--- config.mk ---
export PLATFORM = sky130hd
export DESIGN_NAME = guard_motion
export DESIGN_NICKNAME = d
export VERILOG_FILES = /design/src/rtl/guard_pkg.sv /design/src/rtl/frame_tick_sync.sv /design/src/rtl/guard_motion.sv
export SDC_FILE = /design/constraint.sdc
export NUM_CORES = 1
export LEC_CHECK = 0
export CAP_MARGIN = 20
export CORE_MARGIN = 4
export CORE_UTILIZATION = 50
export CTS_CLUSTER_DIAMETER = 100
export DETAILED_ROUTE_END_ITERATION = 16
export PLACE_DENSITY_LB_ADDON = 0.3
export SLEW_MARGIN = 20
export SYNTH_ARGS = -nofsm -noshare
export SYNTH_HDL_FRONTEND = slang
export SYNTH_HIERARCHICAL = 1
export SYNTH_SLANG_ARGS = --single-unit
--- constraint.sdc ---
create_clock -name Clk -period 4.8 [get_ports Clk]
set_clock_uncertainty 0.05 [all_clocks]
set_input_delay 1.44 -clock Clk [delete_from_list [all_inputs] [get_ports Clk]]
set_output_delay 1.44 -clock Clk [all_outputs]
set_load 0.05 [all_outputs]
--- src/rtl/guard_pkg.sv ---
// Shared types and constants for the guard sprite motion block.
package guard_pkg;

  // Direction code carried on direction_guard; bit 2 set means "hold still".
  typedef enum logic [2:0] {
    LEFT     = 3'b000,
    RIGHT    = 3'b001,
    DOWN     = 3'b010,
    UP       = 3'b011,
    HOLD_DIR = 3'b100
  } dir_e;

  // Guard behaviour state.
  typedef enum logic [1:0] {
    WALK  = 2'd0,
    HOLD  = 2'd1,
    ALERT = 2'd2
  } state_e;

  // Sprites are square, this many pixels on a side.
  localparam int SPRITE_SIZE = 16;

endpackage

--- src/rtl/frame_tick_sync.sv ---
// Brings the vertical-sync level into the Clk domain and emits a one-cycle
// tick on each synchronized rising edge.
module frame_tick_sync (
  input  logic Clk,
  input  logic Reset,
  input  logic level,
  output logic tick
);

  logic meta_q;
  logic sync_q;
  logic prev_q;

  // Two-flop synchronizer followed by an edge-detect history flop.
  always_ff @(posedge Clk or posedge Reset) begin
    if (Reset) begin
      meta_q <= 1'b0;
      sync_q <= 1'b0;
      prev_q <= 1'b0;
    end else begin
      // NOTE: non-blocking assignments make every flop sample its old
      // neighbour value, which is what builds a real shift chain.
      meta_q <= level;
      sync_q <= meta_q;
      prev_q <= sync_q;
    end
  end

  assign tick = sync_q & ~prev_q;

endmodule

--- src/rtl/guard_motion.sv ---
// Guard sprite controller: walks on frame ticks with clamping, animates,
// and switches to a timed ALERT when the player is seen ahead.
module guard_motion
  import guard_pkg::*;
#(
  parameter int X_INIT      = 320,
  parameter int Y_INIT      = 240,
  parameter int X_MIN       = 0,
  parameter int X_MAX       = 623,
  parameter int Y_MIN       = 0,
  parameter int Y_MAX       = 463,
  parameter int STEP        = 1,
  parameter int VIEW_RANGE  = 64,
  parameter int ALERT_TICKS = 120
) (
  input  logic       Clk,
  input  logic       Reset,
  input  logic       frame_clk,
  input  logic [2:0] direction_guard,
  input  logic [9:0] player_x,
  input  logic [9:0] player_y,
  output logic [9:0] guard_x,
  output logic [9:0] guard_y,
  output logic [1:0] guard_facing,
  output logic       moving,
  output logic [1:0] anim_frame,
  output logic       player_spotted
);

  localparam int CW = (ALERT_TICKS > 2) ? $clog2(ALERT_TICKS) : 1;
  localparam logic [CW-1:0]     ALERT_LOAD = CW'(ALERT_TICKS - 1);
  localparam logic signed [10:0] STEP_S  = 11'(STEP);
  localparam logic signed [10:0] X_MIN_S = 11'(X_MIN);
  localparam logic signed [10:0] X_MAX_S = 11'(X_MAX);
  localparam logic signed [10:0] Y_MIN_S = 11'(Y_MIN);
  localparam logic signed [10:0] Y_MAX_S = 11'(Y_MAX);
  localparam logic signed [10:0] RANGE_S = 11'(VIEW_RANGE);
  localparam logic signed [10:0] SIDE_S  = 11'(SPRITE_SIZE);

  logic          tick;
  state_e        state;
  logic [CW-1:0] alert_cnt;
  logic [2:0]    anim_sub;

  logic signed [10:0] gx_s, gy_s, dx, dy;
  logic signed [10:0] nx, ny, fwd, perp;
  logic               stepped, spot;

  frame_tick_sync u_sync (
    .Clk   (Clk),
    .Reset (Reset),
    .level (frame_clk),
    .tick  (tick)
  );

  assign gx_s = $signed({1'b0, guard_x});
  assign gy_s = $signed({1'b0, guard_y});
  assign dx   = $signed({1'b0, player_x}) - gx_s;
  assign dy   = $signed({1'b0, player_y}) - gy_s;

  // Candidate next position for the requested direction, clamped to limits.
  always_comb begin
    // NOTE: every always_comb output gets a default first so no path
    // leaves it unassigned, which would infer a latch.
    nx = gx_s;
    ny = gy_s;
    unique case (dir_e'({1'b0, direction_guard[1:0]}))
      LEFT:    nx = (gx_s - STEP_S < X_MIN_S) ? X_MIN_S : gx_s - STEP_S;
      RIGHT:   nx = (gx_s + STEP_S > X_MAX_S) ? X_MAX_S : gx_s + STEP_S;
      DOWN:    ny = (gy_s + STEP_S > Y_MAX_S) ? Y_MAX_S : gy_s + STEP_S;
      UP:      ny = (gy_s - STEP_S < Y_MIN_S) ? Y_MIN_S : gy_s - STEP_S;
      default: ;
    endcase
    stepped = (nx != gx_s) || (ny != gy_s);
  end

  // Player ahead along the facing direction and within sprite width sideways.
  always_comb begin
    fwd  = dx;
    perp = dy;
    unique case (dir_e'({1'b0, guard_facing}))
      LEFT:    begin fwd = -dx; perp = dy; end
      RIGHT:   begin fwd = dx;  perp = dy; end
      DOWN:    begin fwd = dy;  perp = dx; end
      UP:      begin fwd = -dy; perp = dx; end
      default: ;
    endcase
    spot = (fwd > 11'sd0) && (fwd <= RANGE_S) &&
           (perp > -SIDE_S) && (perp < SIDE_S);
  end

  // Behaviour FSM with registered outputs; only frame ticks advance it.
  always_ff @(posedge Clk or posedge Reset) begin
    if (Reset) begin
      state          <= HOLD;
      alert_cnt      <= '0;
      guard_x        <= 10'(X_INIT);
      guard_y        <= 10'(Y_INIT);
      guard_facing   <= 2'b01;
      moving         <= 1'b0;
      anim_sub       <= 3'd0;
      anim_frame     <= 2'd0;
      player_spotted <= 1'b0;
    end else if (tick) begin
      if (state == ALERT) begin
        // Direction and sightings are ignored until the timer runs out.
        moving <= 1'b0;
        if (alert_cnt == '0) begin
          state          <= direction_guard[2] ? HOLD : WALK;
          player_spotted <= 1'b0;
        end else begin
          alert_cnt <= alert_cnt - 1'b1;
        end
      end else if (spot) begin
        // Seeing the player beats any requested move on the same tick.
        state          <= ALERT;
        alert_cnt      <= ALERT_LOAD;
        player_spotted <= 1'b1;
        moving         <= 1'b0;
      end else if (direction_guard[2]) begin
        state      <= HOLD;
        moving     <= 1'b0;
        anim_sub   <= 3'd0;
        anim_frame <= 2'd0;
      end else begin
        state        <= WALK;
        guard_facing <= direction_guard[1:0];
        guard_x      <= nx[9:0];
        guard_y      <= ny[9:0];
        moving       <= stepped;
        if (stepped) begin
          anim_sub <= anim_sub + 3'd1;
          if (anim_sub == 3'd7) anim_frame <= anim_frame + 2'd1;
        end else begin
          anim_sub   <= 3'd0;
          anim_frame <= 2'd0;
        end
      end
    end
  end

endmodule

## Word level (Yosys, flattened, before mapping)

Index checks and enable logic that the tools add are counted.

| storage, ports and cells | value |
|---|---|
| register bits after elaboration | 41 |
| bits of input ports | 26 |
| logic and storage cells | 91 |

| operators by class | value |
|---|---|
| $add $sub $neg | 11 |
| $lt $le $gt $ge | 8 |
| equal/unequal tests | 13 |
| multiplexer cells | 26 |
| bitwise logic cells | 5 |
| reduce and logical (&&, ||, !) cells | 16 |

Operator list:

| cell | number |
|---|---|
| 11-bit case mux with 2 select lines | 3 |
| 11-bit two-way mux | 4 |
| 11-bit case mux with 4 select lines | 1 |
| 10-bit by 1-bit adder with 11-bit output (second input constant) | 2 |
| 11-bit by 1-bit < comparator with 1-bit output (second input constant) | 2 |
| 11-bit != test | 2 |
| 11-bit negation | 2 |
| 10-bit by 1-bit subtractor with 11-bit output (second input constant) | 2 |
| 10-bit by 10-bit subtractor with 11-bit output | 2 |
| 7-bit two-way mux | 3 |
| 2-bit two-way mux | 6 |
| 11-bit by 1-bit greater-than comparator with 1-bit output (second input constant) | 1 |
| 11-bit by 10-bit greater-than comparator with 1-bit output (second input constant) | 1 |
| 11-bit greater-than comparator (second input constant) | 1 |
| 11-bit by 5-bit greater-than comparator with 1-bit output (second input constant) | 1 |
| 11-bit by 8-bit <= comparator with 1-bit output (second input constant) | 1 |
| 11-bit by 6-bit < comparator with 1-bit output (second input constant) | 1 |
| 2-bit == test (second input constant) | 5 |
| 3-bit AND reduction | 3 |
| 4-bit AND reduction | 2 |
| 7-bit zero test | 1 |
| 1-bit two-way mux | 7 |
| 7-bit by 1-bit subtractor with 7-bit output (second input constant) | 1 |
| 3-bit two-way mux | 2 |
| 15 further kinds | 23 |

## Longest topological paths before layout

Gate-level depths: netlist of the first run.

| depth | value |
|---|---|
| word-level depth | 9 |
| gate-level depth with buffers | 16 |

## Cells and area by module

Netlist of the first run, hierarchy kept.

By module, submodules not included:

| module | times used | cells each | area each (µm²) | sequential area each (µm²) |
|---|---|---|---|---|
| guard_motion | 1 | 736 | 5461.5 | 960.9 |
| frame_tick_sync | 1 | 5 | 92.6 | 75.1 |

## Worst setup path after synthesis of the first run

OpenSTA, ideal clock, no wires.

| path | value |
|---|---|
| path type | input -> register |
| start point | input port player_x[0] |
| end point | register guard_x[1] |
| setup time | 125 ps |
| arrival time | 4584 ps |
| required time | 4625 ps |
| path slack | 41 ps |
| stages | 14 |
| cells stage by stage | inv_1 -> ha_1 -> inv_1 -> fa_1 -> xnor2_1 -> nand2b_1 -> mux2_2 -> nor4_1 -> mux2_2 -> a221o_1 -> xnor2_1 -> nor4_4 -> or3_1 -> mux2_2 |

| on the way | value |
|---|---|
| cells in the longest elaborated chain, start to end | 9 |

RTL lines:

| what | RTL line | text |
|---|---|---|
| from (decl) | guard_motion.sv:20 | `input logic [9:0] player_x,` |
| 10-bit by 10-bit subtractor with 11-bit output (*) | guard_motion.sv:58 | `assign dx = $signed({1'b0, player_x}) - gx_s;` |
| 11-bit negation | guard_motion.sv:82 | `LEFT: begin fwd = -dx; perp = dy; end` |
| 11-bit case mux with 4 select lines | guard_motion.sv:81 | `unique case (dir_e'({1'b0, guard_facing}))` |
| 11-bit by 1-bit greater-than comparator with 1-bit output or 11-bit by 8-bit <= comparator with 1-bit output (tied branches) | guard_motion.sv:88 | `spot = (fwd > 11'sd0) && (fwd <= RANGE_S) &&` |
| 1-bit logical AND (2 in a row) | guard_motion.sv:88 |  |
| 1-bit logical AND (*) | guard_motion.sv:89 | `(perp > -SIDE_S) && (perp < SIDE_S);` |
| 1-bit NOT (no line) (*) | - |  |
| 4-bit AND reduction (no line) (*) | - |  |
| to (signal assigned) | guard_motion.sv:97 | `guard_x <= 10'(X_INIT);` |
| to (signal assigned) | guard_motion.sv:128 | `guard_x <= nx[9:0];` |
| to (decl) | guard_motion.sv:22 | `output logic [9:0] guard_x,` |

Every way passes the cells marked *; elsewhere a longest branch is shown, timed or not.
A chain may end at the register's enable or synchronous reset.

## Worst setup path after layout of the first run

Ends and elaborated chain as after synthesis.

==> results of run 1 <==
[layout by cell type (no fill, tap or decap), types with 7 or more instances in the layout]
cell type	count
inv_1	37
buf_4	91
a211oi_1	8
o21ai_0	53
nand3_1	29
o21ai_1	7
ha_1	25
nor3_1	28
clkdlybuf4s50_1	42
a21oi_1	38
dfrtp_1	33
mux2i_1	11
a22o_1	7
and2_1	7
ha_4	7
nor4_1	10
a2bb2oi_2	8
a21o_1	7
nor2_1	44
xnor2_1	13
nand2_1	60
or3_1	11
dfstp_2	8
o31ai_1	10
buf_6	7
a31oi_1	16
o21a_1	8
nand4_1	11
[metrics by stage]
step / total power [mW] / setup TNS (ps)
after floorplan: 2.464 / 0
after detailed placement: 3.410 / -27080
final: 4.102 / -20.02
after CTS: 3.849 / 0
after global placement: 3.333 / -20560
after global routing: 4.353 / -1302
[final cells by class]
type | instances | area (µm²)
clock buffers | 6 | 72.57
clock inverters | 2 | 35.03
fillers | 912 | 3433
inverters | 43 | 166.4
multi-input cells | 608 | 4591
flip-flops and latches | 41 | 1036
well taps | 140 | 175.2
repair buffers | 151 | 1331
[power by group through the flow]
stage | clock [mW] | combinational (mW) | sequential [mW]
2_1_floorplan | 0 | 1.69 | 0.778
3_3_place_gp | 0 | 2.68 | 0.651
3_5_place_dp | 0 | 2.75 | 0.656
4_1_cts | 0.287 | 2.91 | 0.653
5_1_grt | 0.301 | 3.37 | 0.686
6_report | 0.286 | 3.14 | 0.672
[how the worst min path moves through the flow]
stage	cells after the start	slack, ps	startpoint	end
floorplan	0	280	u_sync/meta_q$_DFF_PP0_	u_sync/sync_q$_DFF_PP0_
global placement	0	290	u_sync/meta_q$_DFF_PP0_	u_sync/sync_q$_DFF_PP0_
detailed placement	0	290	u_sync/meta_q$_DFF_PP0_	u_sync/sync_q$_DFF_PP0_
CTS	0	320	u_sync/meta_q$_DFF_PP0_	u_sync/sync_q$_DFF_PP0_
global route	0	330	u_sync/meta_q$_DFF_PP0_	u_sync/sync_q$_DFF_PP0_
finish	0	310	u_sync/meta_q$_DFF_PP0_	u_sync/sync_q$_DFF_PP0_
[flip-flops by register name (all words and copies together), names as in the netlist]
signal          count
alert_cnt           7
anim_frame          2
anim_sub            3
guard_facing        2
guard_x            10
guard_y            10
moving              1
player_spotted      1
state               2
u_sync/meta_q       1
u_sync/prev_q       1
u_sync/sync_q       1
[cell families (layout without fill, tap and decap cells)]
family | after synthesis | after routing | synth area share
multiplexers | 16 | 16 | 0.02996
AND/OR/NAND/NOR | 270 | 270 | 0.2606
XOR/XNOR | 23 | 23 | 0.03627
adder cells (fa/ha/maj) | 34 | 34 | 0.07930
AO/OA/AOI/OAI | 265 | 265 | 0.3406
buffers and inverters | 92 | 202 | 0.06668
flip-flops | 41 | 41 | 0.1865
[worst max-delay path: cells and delay by family]
family                     cells  cell delay [ps]
muxes                          2              590
AOI/OAI and AO/OA              3             1080
buffers and inverters          5              480
adders and majority gates      2              500
xor gates and xnor gates       1              210
and+or+nand+nor                4              630
[what timing repair did]
item / 4_1_cts / 5_1_grt
hold endpoints to repair: 0 / 0
setup endpoints to repair: 38 / 37
setup buffers: 7 / 10
pin swaps: 28 / 29
gates cloned: 1 / 0
gates resized for setup: 56 / 58
[per-layer routing]
layer / up-vias / part of all wire / routed length (µm) / global-route usage
met3: 86 / 0.092 / 1866 / 0.04509
met4: 0 / 0.036 / 732 / 0.1026
met2: 443 / 0.46 / 9350 / 0.4818
li1: 3088 / - / - / -
met1: 3158 / 0.41 / 8258 / 0.4039
met5: - / 0 / 0 / 0
==> impl_results.md, run 1 <==
- Largest net degree at the start of global routing: 31
- Mapped Nets: 801
- Placed inst area: 6686 µm²
- R2R cell count: 15
- Initial core utilization: 0.5123
- Ports: 52
- CP max FO: 6
- Setup crit start kind: input pin
- Row cnt: 38
- Placeable Area: roughly 11000 µm²
- Max Buffers Root-to-Sink: 2
- Gr ovfl total: 0
- Sw frac: 0.5220
- Worst slew pin tran: 1002 ps
- Fraction of layout cells with a size suffix above 1: 0.2409
- Routed wire length: around 20000 µm
- Share of the synthesized area in the top cell type: 0.1487
- Final worst slack: -20.02 ps
- Syn_area_per_cell: about 7.5 µm²
- Die Y: 113.4 µm
- Max H-tree Level: 2
- Count of input and output buffers: 51
- EDFF count, synth: 0
- Fin util: 0.6833
- Layout overhead on the synthesized area: 33.36%
- Vias: between 6000 and 7000
- CTS Sinks: 41
- Layout Cells excl Fill: 991
- Worst path most repeated cell: buf_6
- Register area share after synthesis: 0.1865
- Drt first pass iters: 7
- Reg clk slew, reported paths: 90 ps
- Vias in the first global route: around 6400
- Clk_lat worst skew: 300 ps
- Critical path class: input pin to flip-flop
- Yosys top cell by area: dfrtp_1
- Vias per cell: 6.837
- Routed len/inst: 20.39 µm
- Cell count after synthesis: 741
- Max VDD drop: 0.2754 mV
- First-pass GRT wire length: ~32000 µm
- Post-synth ARST share: 1.000
- Leading post-synthesis cells by cell area: dfrtp_1, ha_1, o21ai_0
- Routed Antenna Nets: 0
- Failing checks: negative setup slack
- # setup viols final: 1
- # diodes: 0
- Post-Syn Area: 5554 µm²
- Cell with the most instances after synthesis: nand2_1
- Worst EP arrival: about 5000 ps
- Max incr delay on CP: 430 ps
- Synth warn: 6
- PD cells: 553.8 nW/µm²
- Fin area: 7407 µm²
- Worst setup path start: player_x[0]
- Synth Flop Type: dfrtp_1
- Top cells by count, synth: nand2_1, o21ai_0, nor2_1, inv_1, a21oi_1
- Cts bufs inserted: 5
- Combinational share of power: 0.766
- DP Wirelength: about 15000 µm
- Worst setup EP type: flip-flop
- Tcrit/Tclk final: 1.004
- Sequential share of power: 0.164
- Hold Path Class: flip-flop to flip-flop
- Max-slew violations: 0
- Worst path cell trace: buf_6, inv_4, ha_4, inv_2, fa_2, a211o_1, buf_6, a2111o_1, nand3_2, nor2_1, mux2_4, a221o_1, xnor2_2, nor4_4, buf_6, or3_4, mux2_4
- Part of the power in the clock network: 0.070
- Hold slack: 312.9 ps
- Register-to-register setup slack: 430 ps
- Hold Buf Count CTS: 0
- FF-to-FF End: guard_x[1]$_DFFE_PP0P_
- Status: finished with violations
- CP max-delay cell: a2111o_1
- Placed Cells: around 970
- Yosys reg bits: 41
- Switching Power: 2.141 mW
- Critical path required time: slightly below 5000 ps
- Final Critical Period: 4820 ps
- Pint: 1.961 mW
- TritonCTS clock tree: yes
- 1st-iter DRT viols: ~880
- Worst slew margin: 0.3313
- Crit path to: guard_x[1]$_DFFE_PP0P_
- Clock root buffer: clkbuf_8
- Pre-CTS WS: -842.4 ps
- DIE WIDTH: 113.4 µm
- Post-synth cell types: 87
- FF-to-FF Start: guard_y[4]$_DFFE_PP1P_
- Maximum clock rate: 0.2075 GHz
- Hold Fails Final Rpt: 0
- Initial antenna violation count: 0
- Drc violations: 0
- GPL Wtd Cong: 1.024
- Die footprint: 12860 µm²
- Max Cap Viol: 0
- LEAKAGE: about 3 nW
- Final net count: 910
- Unrepaired setup endpoints after global routing: yes
- Global-route usage over all layers: 0.2969
(Power assumes the default switching activity.)
==> run 2, diff against run 1 <==
- CTS_BUF_LIST: default -> sky130_fd_sc_hd__clkbuf_4 sky130_fd_sc_hd__clkbuf_8
- clock period: 4.8 -> 4.9 ns (I/O delays scaled with it)
==> run 2 against run 1 <==
The run now ends clean. First-iteration DRC count down 11%. Global-route usage down 0.45 points. Clock power grew 17%. Via count decreased by 1.2%. Register-to-register slack got worse by 40 ps. Utilization decreased by 0.81 points. Final cell count down 0.61%. Critical path depth decreased by 1. Combinational power fell by 3%. Largest cell class unchanged. Cell area is 1.2% lower. Sequential power decreased by 1%. Wire length down 1.1%.
==> impl_results.md, run 2 (synthesis results as in run 1) <==
- 1st-iter DRT viols: 777 (was 876)
- Clock root buffer: clkbuf_8 (unchanged)
- Drt first pass iters: 6 (was 7)
- Status: complete, no violations (was finished with violations)
- Setup TNS: 0 ps (was -20.02 ps)
- CP max FO: 7 (was 6)
- PD cells: 554.1 nW/µm² (was 553.8 nW/µm²)
- Fraction of layout cells with a size suffix above 1: 0.2225 (was 0.2409)
- Placeable Area: 10840 µm² (unchanged)
- Largest regs: guard_x (10), guard_y (10), alert_cnt (7) (unchanged)
- Hold Path Class: flip-flop to flip-flop (unchanged)
- Vias per cell: 6.793 (was 6.837)
- Reg clk slew, reported paths: 90 ps (about the same)
- Worst slew margin: 0.3853 (was 0.3313)
- Final net count: 904 (was 910)
- Initial core utilization: 0.5123 (unchanged)
- Pre-CTS WS: -698.4 ps (was -842.4 ps)
- Hold Buf Count CTS: 0 (unchanged)
- Row cnt: 38 (unchanged)
- Crit-path leading delay family: simple AND/OR/NAND/NOR gates (was compound AO/OA/AOI/OAI gates)
- Initial antenna violation count: 0 (unchanged)
- Largest net degree at the start of global routing: 39 (was 31)
- Routed Antenna Nets: 0 (unchanged)
- Worst slew pin tran: 898.9 ps (was 1002 ps)
- Fin area: 7320 µm² (was 7407 µm²)
- Die footprint: 12860 µm² (unchanged)
- Layout Cells excl Fill: 985 (was 991)
- # setup viols final: 0 (was 1)
- Maximum clock rate: 0.2062 GHz
- Fin util: 0.6752 (was 0.6833)
- Worst EP arrival: 4990 ps (was 4960 ps)
- CTS Sinks: 41 (unchanged)
- Max VDD drop: 0.3484 mV (was 0.2754 mV)
- Worst path bufs/invs: 5 (unchanged)
- Clk_lat worst skew: 300 ps (about the same)
- DIE WIDTH: 113.4 µm (unchanged)
- Most frequent cells in the layout: buf_4, nand2_1, o21ai_0 (unchanged)
- Drc violations: 0 (unchanged)
- Max-slew violations: 0 (unchanged)
- Placed inst area: 6626 µm² (was 6686 µm²)
- Vias: 6691 (was 6775)
- Max incr delay on CP: 460 ps (was 430 ps)
- CP max-delay cell: clkdlybuf4s50_1 (was a2111o_1)
- DP Wirelength: 14110 µm (was 14560 µm)
- Die Y: 113.4 µm (unchanged)
- Max Cap Viol: 0 (unchanged)
- TritonCTS clock tree: yes (unchanged)
- Critical path required time: 5040 ps (was 4940 ps)
- Hold Fails Final Rpt: 0 (unchanged)
- Setup crit start kind: input pin (unchanged)
- Fillers: 880 (was 912)
- Register-to-register setup slack: 390 ps (was 430 ps)
- Routed len/inst: 20.28 µm (was 20.39 µm)
- Max H-tree Level: 2 (unchanged)
- Routed wire length: 19980 µm (was 20210 µm)
- Worst setup EP type: flip-flop (unchanged)
- Hold slack: 311.4 ps (was 312.9 ps)
- Commonest non-fill, non-tap cell in the layout: buf_4 (unchanged)
- GPL Wtd Cong: 0.9924 (was 1.024)
- Placed Cells: 959 (was 967)
- Count of input and output buffers: 51 (unchanged)
- Critical path class: input pin to flip-flop (unchanged)
- Global-route usage over all layers: 0.2924 (was 0.2969)
- Final Critical Period: between 4000 and 5000 ps
- Ports: 52 (unchanged)
- Layout overhead on the synthesized area: 31.79% (was 33.36%)
- LEAKAGE: 3.002 nW (was 3.015 nW)
- First-pass GRT wire length: 31600 µm (was 31840 µm)
- Vias in the first global route: 6382 (was 6376)
- Tot Pwr: 4.055 mW (was 4.102 mW)
- # diodes: 0 (unchanged)
- Final worst slack: 50.39 ps (was -20.02 ps)
- Max Buffers Root-to-Sink: 2 (unchanged)
- Worst path cell trace: clkdlybuf4s50_1, ha_1, buf_4, or3_1, a21oi_1, nand2_2, nor2_1, o22ai_1, a221o_1, xnor2_2, nor4_4, buf_12, buf_8, buf_6, or2_4, mux2_4 (was buf_6, inv_4, ha_4, inv_2, fa_2, a211o_1, buf_6, a2111o_1, nand3_2, nor2_1, mux2_4, a221o_1, xnor2_2, nor4_4, buf_6, or3_4, mux2_4)
- Tcrit/Tclk final: 0.9897
- Gr ovfl total: 0 (unchanged)
- Cts bufs inserted: 5 (unchanged)
## run 2: cell types whose count changed in the layout (fill, tap and decap cells not counted), moves of 3 or more
cell	change
nor3_4	-3
a2bb2oi_1	+4
buf_4	-7
a211oi_1	+3
nor3_1	+4
a211oi_2	-3
a2bb2oi_2	-4
## run 2: final cells by class
cell class / count / area (µm²) / area share
Tap cell: 140 / 175.2 / 0.02393
Sequential cell: 41 / 1036 / 0.1415
Clock buffer: 5 / 68.82 / 0.009402
Clock inverter: 3 / 68.82 / 0.009402
Inverter: 43 / 161.4 / 0.02205
Multi-Input combinational cell: 608 / 4527 / 0.6185
Timing Repair Buffer: 145 / 1282 / 0.1752
## run 2: what timing repair did
item	in CTS	in global routing
pin swaps	25	30
setup buffers	10	8
cloned	0	0
gates resized for setup	59	38
endpoints found under the setup margin	37	37
## run 2: where the power goes
part	internal (mW)	switching [mW]	total [mW]
Combinational	1.30	1.76	3.06
Clock	0.205	0.131	0.336
Sequential	0.443	0.220	0.663
Total	1.95	2.11	4.06
## run 2: metal layers
metal	GRT usage	routed length, µm
met1	0.3985	8609
met2	0.4716	9123
met3	0.04881	1625
met4	0.09936	617
met5	0	0
## run 2: final timing paths
kind                                               from                        end  cells after the start
min in group asynchronous                         Reset    u_sync/prev_q$_DFF_PP0_                      2
worst min-delay path            u_sync/meta_q$_DFF_PP0_    u_sync/sync_q$_DFF_PP0_                      0
worst max-delay path                        player_y[3]    anim_sub[0]$_DFFE_PP0P_                     16
max in group asynchronous                         Reset       state[0]$_DFFE_PP1P_                      3
worst min register to register  u_sync/meta_q$_DFF_PP0_    u_sync/sync_q$_DFF_PP0_                      0
worst max register to register   guard_x[0]$_DFFE_PP0P_  anim_frame[0]$_DFFE_PP0P_                     12
## run 2: worst register-to-register path, delay by kind of cell, from the launching register on
| family | cells | cell delay [ps] |
|---|---|---|
| AND/OR/NAND/NOR | 3 | 910 |
| AO/OA/AOI/OAI | 8 | 2520 |
| adder cells (fa/ha/maj) | 1 | 380 |
| flip-flops | 1 | 570 |
